### config.mk
export PLATFORM = sky130hd
export DESIGN_NAME = branch_pred_ctrl
export DESIGN_NICKNAME = d
export VERILOG_FILES = /design/src/rtl/branch_pred_ctrl.sv
export SDC_FILE = /design/constraint.sdc
export NUM_CORES = 1
export LEC_CHECK = 0
export CAP_MARGIN = 20
export CORE_AREA = 2 2 186 188
export CTS_BUF_LIST = sky130_fd_sc_hd__clkbuf_8
export DETAILED_ROUTE_END_ITERATION = 7
export DIE_AREA = 0 0 188 190
export HOLD_SLACK_MARGIN = 0.12
export MAX_ROUTING_LAYER = met4
export PLACE_DENSITY = 0.42
export SETUP_SLACK_MARGIN = 0.15
export SYNTH_ARGS = -nofsm -noshare
export SYNTH_HDL_FRONTEND = slang
export SYNTH_SLANG_ARGS = --single-unit
### constraint.sdc
create_clock -name clk -period 3.9 [get_ports clk]
set_input_delay 0.78 -clock clk [delete_from_list [all_inputs] [get_ports clk]]
set_output_delay 0.78 -clock clk [all_outputs]
set_load 0.005 [all_outputs]
### src/rtl/branch_pred_ctrl.sv
// Branch prediction controller: 2-bit BHT predict at F, resolve and train at D.
// Optional BPRED_STATS_EN adds saturating resolve/mispredict counters.
module branch_pred_ctrl #(
    parameter int          IDX_W    = 6,
    parameter logic [1:0]  CNT_INIT = 2'b01
) (
    input  logic        clk,
    input  logic        reset,
    input  logic        f_valid,
    input  logic        f_is_branch,
    input  logic [31:0] f_pc,
    output logic        pred_taken,
    input  logic        d_stall,
    input  logic        d_resolve,
    input  logic [31:0] d_pc,
    input  logic        d_branch,
    input  logic [31:0] d_target,
    output logic        mispredict,
    output logic [31:0] redirect_pc
`ifdef BPRED_STATS_EN
    ,
    output logic [31:0] stat_branches,
    output logic [31:0] stat_mispred
`endif
);

    localparam int N = 1 << IDX_W;

    logic [1:0]       bht [N];
    logic [IDX_W-1:0] fidx;
    logic [IDX_W-1:0] widx;
    logic             wr_en;
    logic [1:0]       cur;
    logic [1:0]       nxt;
    logic [1:0]       rd;
    logic             pend_taken;

    assign fidx  = f_pc[IDX_W+1:2];
    assign widx  = d_pc[IDX_W+1:2];
    assign wr_en = d_resolve & ~d_stall;

    always_comb begin
        cur = bht[widx];
        nxt = cur;
        if (d_branch) begin
            if (cur != 2'b11) nxt = cur + 2'd1;
        end else begin
            if (cur != 2'b00) nxt = cur - 2'd1;
        end
    end

    // Same-index training this cycle is forwarded into the prediction.
    always_comb begin
        rd = bht[fidx];
        if (wr_en && (widx == fidx)) rd = nxt;
    end

    always_comb begin
        pred_taken  = reset & f_valid & f_is_branch & rd[1];
        mispredict  = reset & d_resolve & (d_branch != pend_taken);
        redirect_pc = '0;
        if (reset) redirect_pc = d_branch ? d_target : d_pc + 32'd8;
    end

    always_ff @(posedge clk or negedge reset) begin
        if (!reset) begin
            for (int i = 0; i < N; i++) bht[i] <= CNT_INIT;
        end else if (wr_en) begin
            bht[widx] <= nxt;
        end
    end

    always_ff @(posedge clk or negedge reset) begin
        if (!reset) begin
            pend_taken <= 1'b0;
        end else if (!d_stall) begin
            pend_taken <= pred_taken;
        end
    end

`ifdef BPRED_STATS_EN
    always_ff @(posedge clk or negedge reset) begin
        if (!reset) begin
            stat_branches <= '0;
            stat_mispred  <= '0;
        end else begin
            if (d_resolve && stat_branches != 32'hFFFF_FFFF)
                stat_branches <= stat_branches + 32'd1;
            if (mispredict && stat_mispred != 32'hFFFF_FFFF)
                stat_mispred <= stat_mispred + 32'd1;
        end
    end
`endif

endmodule

==> results_dict.tcl <==
set metrics [dict create \
    outcome "complete, no violations" \
    firstDrtPassIters 4 \
    grt_use_total_pct 16.67 \
    flow.area_growth_from_synthesis_pct 41.55 \
    post_drt_wl_per_cell_um 20.02 \
    synth.distinct_cells 66 \
    dieHeight_um 190 \
    setup-tns-final_ns 0 \
    tritoncts.num_buffers 17 \
    grt_setup_unrepaired "true" \
    placed_area_sq_um 10820 \
    power_leakage_nw 5.174 \
    place_ws_ns -0.6515 \
    total_number_of_placement_rows 68 \
    first_global_vias 6806 \
    largest_net_degree_at_the_start_of_global_routing 67 \
    finalWeightedCongestion 0.8222 \
    grt_overflow_total 0 \
    fmax_mhz 266.5 \
    critPathRequiredTime_ns 3.12 \
    io_pins 137 \
    postSynth.asyncResetShare_pct 100.0 \
    drc 0 \
    finalWorstPathRequiredPeriod_ns 3.753 \
    die-width_um 188 \
    final_core_density_pct 34.74 \
    final.setup.worst_slack_ns 0.1471 \
    number_of_synthesized_flops_with_an_enable_pin 0 \
    max-slew-margin-rel_pct 39.14 \
    postSynth.topFlopCell "dfrtp_1" \
    crit_chain "buf_12 > mux4_2 > a221o_1 > a211oi_2 > a22o_1 > buf_6 > nand2_4 > a211oi_2 > buf_4 > nor2_4 > buf_6" \
    final_cells 1422 \
    placed_cells_incl_taps 1358 \
    crit_fanout 6 \
    fin_worst_skew_ns 0.01275 \
    hold_viol 0 \
    vdd_drop_max_v 0.0001498 \
    fin_area_sq_um 11790 \
    fin_nets 1061 \
    count_of_final_max_slew_check_failures 0 \
    syn-mean-instance-area_sq_um 11.54 \
    numPortBuffers 110 \
    path_class "primary input to output port" \
    clock-sinks 129 \
    cellPowerDensity_nw_per_um2 308.2 \
    total_vias_in_the_final_route 6631 \
    worst-slew-pin-transition_ns 0.9130 \
    cpLargestDelayFamily "compound AO/OA/AOI/OAI gates" \
    clock_tree.root_cell "clkbuf_8" \
    ys_seq_elements 129 \
    worst_setup_hold_path_clk_slew_ns 0.09 \
    syn_nets 829 \
    cts_max_level 4 \
    antenna_cells 0 \
    report.final.setup_viol 0 \
    endpoint_kind "output port" \
    insertion_delay_ns 0.45 \
    cts_tree "done" \
    worst_ep_arrival_time_ns 2.97 \
    cp_slowest_cell "mux4_2" \
    first_iter_violations 213 \
    synth_warnings 0 \
    antenna_found_initial 0 \
    critical_path_buf_inv_count 4 \
    initial_utilization_pct 24.54 \
    hold_buffers 0 \
    max-cap-violations 0 \
    post_synth_inst_count 722 \
    coreArea_sq_um 33950 \
    layout-drive-gt1-share_pct 48.60 \
    routed_wl_mm 28.46 \
    synth.yosys.seq_area_share_pct 39.71 \
    die_area_sq_um 35720 \
    post_drt_via_cell_ratio 4.663 \
    worst_path_max_stage_delay_ns 0.53 \
    timing.final.crit_share_pct 96.23 \
    ctsLongestPathBuffers 2 \
    ant_nets 0 \
    first_pass_grt_wire_length_mm 43.26 \
    startpoint_type "primary input" \
    detailedPlacementHpwl_mm 20.49 \
    synth.cell_area_sq_um 8332 \
    hp-class "primary input to asynchronous set/reset pin" \
]
[cells in the final DEF, fill, tap and decap left out, types with 4 or more instances in the layout]
cell type,Yosys,final
mux2_4,18,18
and2_1,9,9
nor2b_1,7,7
xor2_1,19,19
a21oi_1,4,4
nand2_1,83,80
buf_4,5,128
clkbuf_8,0,17
mux2_2,118,118
xnor2_1,13,13
nor3_1,8,6
nand4_1,9,9
clkdlybuf4s50_1,0,80
inv_1,5,6
nand3_1,13,11
dfrtp_1,65,65
dlymetal6s2s_1,0,6
o22ai_1,8,6
mux2i_1,29,29
o211a_1,19,19
buf_6,13,13
nor2_1,46,40
dlygate4sd2_1,0,10
buf_12,0,19
and3_1,8,8
nor2_2,0,4
inv_6,0,4
mux4_2,32,32
nand2b_1,7,7
dfstp_2,64,64
clkdlybuf4s15_1,0,4
nand4b_1,4,4
o21ai_0,10,8
[sequential cells by signal (all words and copies together), names as in the netlist]
name and flops:
bht 128, pend_taken 1
[cells by family (layout without fill, tap and decap cells)]
group / count (synthesis) / after routing / share of synthesized area [%]
xor gates and xnor gates: 32 / 32 / 3.364
adders and majority gates: 5 / 5 / 0.7659
buffers and inverters: 62 / 307 / 4.355
AOI/OAI and AO/OA: 71 / 71 / 6.848
muxes: 197 / 197 / 31.33
DFF: 129 / 129 / 39.71
and+or+nand+nor: 226 / 226 / 13.64
[metal layers]
metal  global-route usage, %  wire (um)
met5                       -          0
met2                   26.30      12990
met4                   5.179        716
met3                   3.191       1296
met1                   21.64      13450
[report_power, final]
| part | total, mW | switching [mW] | internal (mW) |
|---|---|---|---|
| Clock | 1.25 | 0.606 | 0.639 |
| Sequential | 1.57 | 0.0694 | 1.50 |
| Combinational | 0.819 | 0.354 | 0.465 |
[final cells by class]
| type | instances | area, sq um |
|---|---|---|
| clock buffers | 17 | 234.0 |
| repair buffers | 269 | 2621 |
| multi-input cells | 531 | 4856 |
| well taps | 455 | 569.3 |
| clock inverters | 15 | 182.7 |
| fillers | 3399 | 22150 |
| inverters | 6 | 22.52 |
| flip-flops and latches | 129 | 3308 |
[synth_stat cells, types with 3 or more instances]
library cell	instances	area share (%)
mux2_2	118	16
nand2_1	83	3.7
dfrtp_1	65	20
dfstp_2	64	20
nor2_1	46	2.1
mux4_2	32	8.6
mux2i_1	29	3.5
clkbuf_1	21	0.95
o211a_1	19	2.3
xor2_1	19	2.0
mux2_4	18	3.2
buf_6	13	1.8
nand3_1	13	0.78
xnor2_1	13	1.4
buf_2	11	0.66
o21ai_0	10	0.60
and2_1	9	0.68
nand4_1	9	0.68
and3_1	8	0.60
nor3_1	8	0.48
o22ai_1	8	0.60
nand2b_1	7	0.53
nor2b_1	7	0.53
buf_1	6	0.27
buf_4	5	0.45
inv_1	5	0.23
a21oi_1	4	0.24
ha_1	4	0.60
nand4b_1	4	0.42
or3_1	4	0.30
a2111oi_0	3	0.32
a211oi_1	3	0.27
a22o_1	3	0.32
and3b_1	3	0.32
and4_1	3	0.32
nor4_1	3	0.23
nor4bb_1	3	0.36
[worst paths after layout]
check                            from         end  slack [ns]  depth (start not counted)
setup / recovery              d_pc[2]  pred_taken        0.15                         11
hold / removal                  reset  pend_taken        0.34                          2
setup reg to reg             bht[105]     bht[52]        0.79                         11
hold reg to reg            pend_taken  pend_taken        0.52                          2
max in group asynchronous       reset     bht[77]        1.59                          4
min in group clk           pend_taken  pend_taken        0.52                          2
[metrics by stage]
stage / power [mW] / hold slack, ns
after CTS: 3.675 / 0.3413
after global placement: 2.372 / 0.4904
final: 3.635 / 0.3399
after detailed placement: 2.376 / 0.4938
after global routing: 3.816 / 0.3495
after floorplan: 1.982 / 0.4686
[timing repair]
item	CTS	global route
setup buffers	21	9
resized for setup	75	41
cloned	2	0
setup endpoints to repair	25	20
pin swaps	20	22
Power figures use the tool's default switching activity.
